File: src/rtl/array_param.sv
// Parameterised register array with power-up table, two registered read ports
// and one write port, sequenced by an IDLE -> INIT -> ACTIVE state machine.
module array_param #(
    parameter int                      DATA_W    = 16,
    parameter int                      DEPTH     = 8,
    parameter int                      ADDR_W    = 3,
    parameter bit                      BYPASS    = 1'b0,
    parameter logic [DEPTH*DATA_W-1:0] INIT_VALS = {16'd99, 16'd13, 16'd46, 16'd120,
                                                    16'd13, 16'd85, 16'd175, 16'd236}
) (
    input  logic              clk,
    input  logic              reset,
    input  logic              en,
    input  logic              reinit,
    input  logic              wr_en,
    input  logic [ADDR_W-1:0] wr_idx,
    input  logic [DATA_W-1:0] wr_data,
    input  logic              rd_en_a,
    input  logic              rd_en_b,
    input  logic [ADDR_W-1:0] rd_idx_a,
    input  logic [ADDR_W-1:0] rd_idx_b,
    output logic [DATA_W-1:0] rd_data_a,
    output logic [DATA_W-1:0] rd_data_b,
    output logic              rd_valid_a,
    output logic              rd_valid_b,
    output logic              ready,
    output logic              idx_err
);
    typedef enum logic [1:0] {IDLE, INIT, ACTIVE} state_t;

    state_t            state, state_nxt;
    logic [ADDR_W-1:0] cnt, cnt_nxt;
    logic [DATA_W-1:0] mem [DEPTH];

    logic                   acc, wr_ok;
    logic [1:0]             rd_en, rd_vld_nxt, rd_bad;
    logic [1:0][ADDR_W-1:0] rd_idx;
    logic [1:0][DATA_W-1:0] rd_nxt;

    function automatic logic in_range(input logic [ADDR_W-1:0] i);
        return 32'(i) < 32'(DEPTH);
    endfunction

    // reinit wins over any access issued in the same cycle
    assign acc   = (state == ACTIVE) && en && !reinit;
    assign wr_ok = acc && wr_en && in_range(wr_idx);
    assign ready = (state == ACTIVE);

    always_comb begin
        state_nxt = state;
        cnt_nxt   = cnt;
        unique case (state)
            IDLE: begin
                if (en) begin
                    state_nxt = INIT;
                    cnt_nxt   = '0;
                end
            end
            INIT: begin
                if (cnt == ADDR_W'(DEPTH - 1)) state_nxt = ACTIVE;
                else                           cnt_nxt   = cnt + 1'b1;
            end
            ACTIVE: begin
                if (en && reinit) begin
                    state_nxt = INIT;
                    cnt_nxt   = '0;
                end
            end
            default: state_nxt = IDLE;
        endcase
    end

    always_ff @(posedge clk) begin
        if (!reset) begin
            state <= IDLE;
            cnt   <= '0;
        end else begin
            state <= state_nxt;
            cnt   <= cnt_nxt;
        end
    end

    // contents are left alone by reset; INIT overwrites every entry
    always_ff @(posedge clk) begin
        if (reset) begin
            if (state == INIT) mem[cnt]    <= INIT_VALS[int'(cnt)*DATA_W +: DATA_W];
            else if (wr_ok)    mem[wr_idx] <= wr_data;
        end
    end

    assign rd_en  = {rd_en_b, rd_en_a};
    assign rd_idx = {rd_idx_b, rd_idx_a};

    for (genvar g = 0; g < 2; g++) begin : g_rd
        logic hit;
        assign hit           = BYPASS && wr_ok && (wr_idx == rd_idx[g]);
        assign rd_vld_nxt[g] = acc && rd_en[g] && in_range(rd_idx[g]);
        assign rd_bad[g]     = acc && rd_en[g] && !in_range(rd_idx[g]);
        assign rd_nxt[g]     = !rd_vld_nxt[g] ? '0 : (hit ? wr_data : mem[rd_idx[g]]);
    end

    always_ff @(posedge clk) begin
        if (!reset) begin
            rd_data_a  <= '0;
            rd_data_b  <= '0;
            rd_valid_a <= 1'b0;
            rd_valid_b <= 1'b0;
            idx_err    <= 1'b0;
        end else begin
            rd_data_a  <= rd_nxt[0];
            rd_data_b  <= rd_nxt[1];
            rd_valid_a <= rd_vld_nxt[0];
            rd_valid_b <= rd_vld_nxt[1];
            idx_err    <= (|rd_bad) || (acc && wr_en && !in_range(wr_idx));
        end
    end
endmodule

File: config.mk
export PLATFORM = sky130hd
export DESIGN_NAME = array_param
export DESIGN_NICKNAME = d
export VERILOG_FILES = /design/src/rtl/array_param.sv
export SDC_FILE = /design/constraint.sdc
export NUM_CORES = 1
export LEC_CHECK = 0
export CAP_MARGIN = 20
export CORE_MARGIN = 10
export CORE_UTILIZATION = 44
export DETAILED_ROUTE_END_ITERATION = 10
export HOLD_SLACK_MARGIN = 0.12
export PLACE_DENSITY = 0.65
export SYNTH_ARGS = -nofsm -noshare
export SYNTH_HDL_FRONTEND = slang
export SYNTH_SLANG_ARGS = --single-unit
File: constraint.sdc
create_clock -name clk -period 3.97 [get_ports clk]
set_input_delay 0.397 -clock clk [delete_from_list [all_inputs] [get_ports clk]]
set_output_delay 0.397 -clock clk [all_outputs]
set_load 0.05 [all_outputs]
; Word level (Yosys, flattened, before mapping)
; Memories as Yosys holds them, arrays and structs flattened. A register that Yosys moved wholly into a read port is not among the register bits.
; Index checks and enable logic that the tools add are counted.
[totals]
register_bits = 7
mem_bits_rw = 128
in_bits = 32
output_inout_bits = 36
elab_cells = 48
mem_count = 1
[op_classes]
add_sub_neg = 1
n_eq_ne = 7
shifts = 1
n_mux = 18
reduce_logical = 16
[mem_list]
columns = memory, depth, word_bits, read_ports, rd_clocked_by_memory_dff, write_ports, line_no
row1 = mem, 8, 16, 2, 2, 1, 33  ; logic [DATA_W-1:0] mem [DEPTH];
[ops]
columns = op, n
row1 = 128-bit by 8-bit indexed part select with 16-bit output (first input constant), 1
row2 = 16-bit two-way mux, 1
row3 = 16-bit OR reduction, 1
row4 = 3-bit two-way mux, 4
row5 = 3-bit case mux with 3 select lines, 1
row6 = 1-bit two-way mux, 8
row7 = 1-bit logical AND, 6
row8 = 2-bit two-way mux, 3
row9 = 2-bit inequality test (second input constant), 3
row10 = 2-bit case mux with 3 select lines, 1
row11 = 2-bit AND reduction, 2
row12 = 4-bit AND reduction, 1
row13 = 3-bit by 1-bit adder with 3-bit output (second input constant), 1
row14 = 3-bit == test (second input constant), 1
row15 = 1-bit logical NOT, 3
row16 = 3-bit AND reduction, 1
row17 = 3-bit nonzero test, 1
row18 = 2-bit by 1-bit == test with 1-bit output (second input constant), 1
row19 = 2-bit == test (second input constant), 1
row20 = 2-bit logical NOT, 1
row21 = 2-bit by 1-bit inequality test with 1-bit output (second input constant), 1

; Logic depth before layout (Yosys ltp)
; Gate-level depths: netlist of the first run.
[logic_depth]
depth_word = 10
depth_mapped = 5

; Worst setup path before layout of the first run
; Ideal clock, no wire load.
[synth_path]
path_type = input to register
start = in reinit
end = mem mem[0][0], enable pin
setup_ns = 0.436
arrival_time_ns = 2.657
t_required_ns = 3.534
slack_ns = 0.877
stages = 3
path_cell_list = and4bb_4 nand3_4 o41ai_1
[synth_between]
elab_chain_cells = 9
word_cells_on_any_way = 10
classes_between = mux (6) / reduce/logical (4)
[synth_lines]
columns = item, line_no
row1 = start: declaration, 14  ; input logic reinit,
row2 = 1-bit logical NOT *, 45  ; assign acc = (state == ACTIVE) && en && !reinit;
row3 = 1-bit logical AND *, 45
row4 = 1-bit logical AND *, --
row5 = 1-bit two-way mux *, 87  ; else if (wr_ok) mem[wr_idx] <= wr_data;
row6 = 1-bit two-way mux *, 86  ; if (state == INIT) mem[cnt] <= INIT_VALS[int'(cnt)*DATA_W +: DATA_W];
row7 = 1-bit two-way mux *, 85  ; if (reset) begin
row8 = 1-bit two-way mux (not written as such) *, 87
row9 = 16-bit OR reduction (no line), --
row10 = 3-bit two-way mux (no line) or 1-bit two-way mux (tied branches), --
row11 = end: declaration, 33
; Every way passes the cells marked *; elsewhere a longest branch is shown, timed or not.

; Worst setup path after layout of the first run
[layout_path]
start = reg state[0]
end = mem mem[2][1], data pin
[layout_between]
elab_chain_cells = 10
word_cells_on_any_way = 11
classes_between = eq/ne (2) / mux (5) / reduce/logical (4)
[layout_lines]
columns = item, line_no
row1 = start: declaration, 31  ; state_t state, state_nxt;
row2 = start signal: assignment, 78  ; state <= state_nxt;
row3 = 2-bit == test, 45
row4 = 1-bit logical AND (2 in a row), 45
row5 = 1-bit logical AND, --
row6 = 1-bit two-way mux, 87
row7 = 1-bit two-way mux *, 86
row8 = 1-bit two-way mux *, 85
row9 = 1-bit two-way mux (not written as such) *, 87
row10 = 16-bit OR reduction (no line) *, --
row11 = 16-bit two-way mux (no line) *, --
; Marks and branches as above.

==> metrics list, run 1 <==
* Run status: finished clean
* Cell chosen for the clock root: clkbuf_16
- Total power: 3750 µW
- Once the floorplan was initialized, standard cells occupied 45.2% of the core.
* Static leakage: 0.00337 µW
* Number of clock sinks seen by CTS: 167
* CP Launch Type: flip-flop
* Net switching power of the design: 877 µW
* Commonest non-fill, non-tap cells in the layout: 133 x mux2i_1, 128 x edfxtp_1, 64 x a22oi_1, 64 x clkdlybuf4s50_1, 39 x dfxtp_1
* Peak supply drop: about 0.00032 V
- In this run the post-CTS setup repair buffer count came out at 0.
- Final weighted congestion in routability-driven placement: 0.816
- Kind of cell adding the most delay to the critical path: compound AO/OA/AOI/OAI gates
- STA puts the critical path data arrival time at ~2400 ps.
* Worst clock skew: 6.54 ps
* Power per standard cell area: approximately 420 nW/µm²
* Total core area: 16700 µm²
- The share of total power dissipated in combinational logic is 6.4%.
- Setup violations remaining at the end of the flow were counted as 0.
- Input and output buffers added on the ports amount to 66.
- Wires add up to 19100 µm.
- Kind of end point of the critical path: flip-flop
* Resized Gates After CTS: 0
- Chain of cells forming the critical path: and4bb_4, and3_2, o21ai_0
- In this run the cell area measured after placement is between 8000 and 9000 µm².
* Number of DRC markers in iteration 0: 377
- Once detail routing completed, the nets flagged for antenna violations numbered 0.
* Distinct cells, synth: 38
- From synthesis to final layout, the design area changed by 18.8%.
* Pre-antenna DRT Iters: 4
- Post-synthesis area per instance: 14.6 µm²
* DPL Wire Length: 11200 µm
* Share of power burned in the clock network: about 43%
- Critical path start-end classification: flip-flop to flip-flop
- The die is 151 µm tall.
- In the final timing run, aggregate negative setup slack is 0 ps.
- In this run, post-CTS hold repair placed 0 buffers.
* Maxcap violations: 0
- The internal power of the cells totals 2880 µW.
- Crit path buffers/inverters: 0
* Maximum clock path buffer count: 2
* Detailed-route via count: between 4k and 5k
- Gr ovfl total: 0
- Net count, final: 617
* Final cell area excluding filler cells: around 9000 µm²
- Post-synth EDFFs: 128
- The die covers around 23000 µm².
* Share of flip-flops with an asynchronous set or reset after synthesis: 0%
- In the final layout, the multi-input gates occupy 2730 µm².
- The most used flip-flop cell after synthesis is edfxtp_1.
* Final critical-path setup slack: 1660 ps
- The worst path in the final design needs a cycle of 2310 ps, including I/O delays and setup.
- The number of nets in the synthesized netlist is 559.
- Dividing the detail-routed wire length by the instance count gives roughly 24 µm.
- The post-route netlist has between 10% and 20% of its cells at a drive strength greater than 1.
- Clock H-tree levels: 4
- Count of filler cells inserted in the layout: 1390
- The first global-routing pass estimated about 29000 µm of wire.
* Slew Limit Headroom: 19.7%
- CP Data Required Time: 4060 ps
- Crit Path Max Fanout: 12
* Vias in the first global route: between 5k and 6k
- Timing would allow up to 433 MHz.
- Cell at the slowest stage of the critical path: o21ai_0
- The Yosys step of the flow raised 0 warnings.
- The worst path uses 58.2% of the clock period.
* Type of the most critical hold path: flip-flop to flip-flop
- The count of endpoints failing hold in the final timing report came to 0.
* Pin count of the biggest net entering global routing: 65
* Cell area after synthesis: between 7000 and 8000 µm²
- In this run, CTS created clock tree buffers numbering 17.
- Number of top-level design ports: 68
- Register clock-pin slew on the reported worst setup and hold paths: 70 ps
- GRT Util Overall: between 10% and 20%
- Timing analysis after detailed placement gives a worst setup slack of 1290 ps.
- Diode insertion count for antenna repair: 0
- Detailed-route vias per instance: about 5.8
- Worst hold-check slack: 586 ps
* Die Width: 151 µm
- TritonCTS built the clock tree.
- In this design, the stage delay of the slowest critical-path cell is 800 ps.
* Unrepaired setup endpoints after global routing: false
- The final-report max-slew violation count is 0.
* Share of total power in sequential cells: 50.3%
- Initial antenna violation count: 0
- DRC viols: 0
- Register area: 4620 µm²
- Skew-Pair Late Insertion Delay: 430 ps
- Flop and latch count out of synthesis: about 170
* Net switching fraction of the power: between 20% and 30%
* Post-synthesis instance total: 519
- Num rows: 47
* Most frequent standard cell in the layout excluding fill and tap cells: mux2i_1
- Pin slew with the least headroom to its limit: 1200 ps
- The share of the Yosys chip area taken by registers is between 60% and 70%.
-- registers in the layout (all words and copies together) (netlist names) --
register,cells
mem,128
rd_data_a,16
rd_data_b,16
cnt,3
state,2
rd_valid_a,1
rd_valid_b,1
-- layer usage --
metal / up-vias / global-route usage (%) / routed length (µm)
met2: 144 / 29.1 / 9510
met4: 0 / 7.22 / 406
met1: 2405 / 21.0 / 8160
met3: 32 / 3.25 / 995
li1: 2156 / - / -
met5: - / 0 / 0
-- area by class of cell --
class	count	area share [%]
multi-input cells	313	30.4
well taps	220	3.07
flip-flops and latches	167	51.5
inverters	3	0.125
clock buffers	17	4.74
repair buffers	75	8.42
clock inverters	15	1.78
-- worst min-delay path, cell delays in order, from the launching register on --
cell and delay (ps):
dfxtp_1 390, nand2_1 90, mux2i_1 60
-- Yosys cell counts (3+ instances only) --
master,n,area share (%)
a21oi_1,4,0.26
a22oi_1,64,6.4
and2_1,12,0.99
and3_1,22,1.8
and3_2,11,1.1
buf_2,10,0.66
buf_4,10,0.99
buf_6,9,1.3
clkbuf_2,5,0.33
dfxtp_1,39,10
edfxtp_1,128,51
ha_1,8,1.3
inv_1,3,0.15
mux2_2,5,0.75
mux2i_1,133,18
nand2_1,6,0.30
nand2b_1,3,0.25
nand4_1,3,0.25
nor2_1,5,0.25
nor2b_1,8,0.66
o21ai_0,3,0.20
o31ai_1,4,0.40
o32ai_1,3,0.35
-- worst paths after layout --
path	from	end	slack, ps	cells after the start
max	state[0]	mem[2][1]	1660	3
min	cnt[0]	cnt[0]	590	2
max reg2reg	state[0]	mem[2][1]	1660	3
min reg2reg	cnt[0]	cnt[0]	590	2
-- kinds of logic after synthesis --
kind of cell / after synthesis / share of synthesized area [%]
flops: 167 / 61.2
mux: 139 / 18.6
compound gates: 84 / 8.20
simple gates: 81 / 7.07
buf+inv: 39 / 3.58
fa+ha+maj: 8 / 1.32
other cells: 1 / 0.0496
-- power by group through the flow --
stage / combinational, µW / clock [µW] / sequential [µW]
final: 242 / 1620 / 1890
after global routing: 259 / 1720 / 1890
after CTS: 238 / 1640 / 1890
after detailed placement: 237 / 0 / 1930
after global placement: 231 / 0 / 1930
after floorplan: 161 / 0 / 1920
-- through the flow --
stage	instances	util (%)
after CTS	809	53.6
after global placement	777	50.1
after detailed placement	777	50.1
final	810	53.8
after floorplan	519	-
after global routing	810	53.8
Note: power is estimated with default switching activity, not from simulation.
==> inputs of run 2 (changes only) <==
- clock period: 3.97 -> 2.4 ns (I/O delays scaled with it)
==> run 2 against run 1 <==
Net effect:
- die area unchanged
- largest cell class unchanged
- critical path depth did not move
- fmax increased by 6.0%
- register-to-register slack worse by 1400 ps
- non-clock buffer count increased by 18
- clock skew is 1.5 ps higher
- combinational power increased by 73%
- design area rose by 2.2%
- power grew 65%
- critical path type unchanged
- clock power grew 65%
- setup slack got worse by 1400 ps
- utilization is 1.2 points higher
==> metrics list, run 2 (synthesized netlist as in run 1, its figures left out) <==
- Hold-fix buffers at CTS: 0
* Diode insertion count for antenna repair: 0
- Share of cells above drive strength 1: between 10 and 15%
* Critical path arrival: 2270 ps
- Hold Path Cell Cnt: 2
* Number of clock sinks seen by CTS: 167
* Vias in the first global route: 5137
- Global routing consumed, over all layers together, 16.9% of the routing resources.
- Cells fill 54.9% of the core in the end.
- Skew-Pair Late Insertion Delay: 430 ps
- For this block, the routed nets add up to 18800 µm of wire.
* Clock H-tree levels: 4
- Highest achievable clock rate: 459 MHz
* Number of top-level design ports: approximately 70
- During placement, the flow inserted port buffers numbering 66.
* Sum Neg Setup Slack: 0 ps
* Start point of the worst hold path: cnt[0]
* Setup bufs post-CTS: 0
- Pre-antenna DRT Iters: 5
- After layout, the worst path uses around 90% of the clock period.
- Top Registers: mem: 128 flops, rd_data_a: 16 flops, rd_data_b: 16 flops
- STA puts the critical path data required time at 2490 ps.
- Setup repair after global routing left no endpoint under its margin.
- Detailed-route via count: around 4.7k
* Hold Path End: cnt[0]
- Type of the most critical hold path: flip-flop to flip-flop
* DPL Wire Length: 12300 µm
- The critical path is of the flip-flop to flip-flop type.
- Clock-pin slew was measured on the worst setup and hold paths at 60 ps.
* Slew Limit Headroom: between 30% and 40%
- Worst clock skew: 8.04 ps
* Setup crit start: state[0]
- Total core area: 16700 µm²
* Area grow syn2layout: 21.4%
- The final-report max-slew violation count came to 0.
* Number of DRC markers in iteration 0: 413
* Maxcap violations: 0
- From bottom edge to top edge, the die measures 151 µm.
- CP Launch Type: flip-flop
- Routability-driven placement finished with a final weighted congestion of 0.784.
* DRC viols: 0
- The endpoint identified for the worst register-to-register timing path is mem[2][4].
* Gr ovfl total: 0
* Worst hold-check slack: 590 ps
- Full die area: 22800 µm²
- The floorplan step set the die width to 151 µm.
- The first global-routing pass estimated around 29000 µm of wire.
- The library cell used most frequently in the layout, excluding fill and tap cells, is mux2i_1.
* Register containing the most flip-flops in the final layout: mem
- Dividing the detail-routed wire length by the instance count gives between 20 and 25 µm.
- Power per standard cell area: slightly below 700 nW/µm²
- Maximum clock path buffer count: 2
* Initial antenna violation count: 0
- Net count, final: 635
- Run status: finished clean
- Total power: 6210 µW
* Final worst path period need: about 2200 ps
* Reg2reg start: state[0]
- The number of gates resized after CTS was 0.
- Worst-case register-to-register setup slack: 220 ps
- Entering global routing, the biggest net connects 30 pins.
- Effective utilization at floorplan: 45.2%
* Kind of end point of the critical path: flip-flop
- The worst register-to-register path has a depth of 3.
- For the pin with the worst max-slew slack, the measured transition is 933 ps.
- For this design the static power due to leakage is 0.00348 µW.
* Crit Path Max Fanout: 12
* Clock tree from TritonCTS: built
* Num CTS Buffers: 17
* Detailed-route vias per instance: 5.71
- CTS placed an instance of clkbuf_16 at the clock tree root.
- Num rows: 47
- Largest register FFs: 128
* Final Hold Viols: 0
* Number of nets still failing antenna checks after routing: 0
* Peak supply drop: ~0.00055 V
- In the layout the commonest cells are 133 x mux2i_1, 128 x edfxtp_1, 64 x a22oi_1, 64 x clkdlybuf4s50_1, 39 x dfxtp_1.
- Endpoints failing setup: 0
run 2: changes by cell type in the layout (fill, tap and decap cells not counted), moves of 2 or more:
cell / delta
buf_4: +13
buf_12: +6
inv_8: -4
nor2b_1: +4
nor2b_2: -4
inv_6: -3
clkbuf_8: +2
clkinv_2: +2
clkinv_4: +2
nor2_1: +2
nor2_2: -2
run 2: worst max-delay path by stage:
stage               slack (ps)  cells after the start          to
detailed placement          80                      4   mem[7][4]
global placement           170                      5  mem[1][15]
finish                     220                      3   mem[2][4]
global route                40                      3   mem[6][4]
floorplan                 -200                      4   mem[2][0]
CTS                        220                      3   mem[4][4]
run 2: worst max-delay path, stage by stage (launching register included):
cell,delay (ps)
dfxtp_1,550
and4bb_4,290
and3_2,250
o21ai_0,750
run 2: power breakdown:
part,total [µW],internal (µW),switching [µW]
logic,418,189,229
clock network,2670,1550,1110
registers,3130,3110,15.5
total,6210,4850,1360
run 2: routing by layer:
| metal | wire length, µm | vias to the layer above | track usage (%) |
|---|---|---|---|
| met1 | 7800 | 2372 | 19.4 |
| met2 | 9520 | 129 | 29.4 |
| met4 | 441 | 0 | 7.46 |
| met5 | 0 | - | 0 |
| li1 | - | 2191 | - |
| met3 | 1020 | 32 | 3.94 |
run 2: area by class of cell:
cell class                 count  area [µm²]
clock buffer                  20         478
clock inverter                12         116
fill                        1375        7530
inverter                       3        11.3
multi-input combinational    313        2720
sequential                   167        4620
tap                          220         275
timing repair buffer          93         946
run 2: through the flow:
stage | std cells | instance area (µm²) | setup WS [ps]
floorplan | 519 | 7580 | -204
global placement | 796 | 8580 | 173
detailed placement | 796 | 8580 | 83.5
CTS | 828 | 9170 | 225
global route | 828 | 9170 | 44.2
finish | 828 | 9170 | 219
==> inputs of run 3 (changes only) <==
- CAP_MARGIN: 20 -> 10
==> results of run 3 <==
Same layout as run 2: the final DEF is identical, and so are final timing and power.
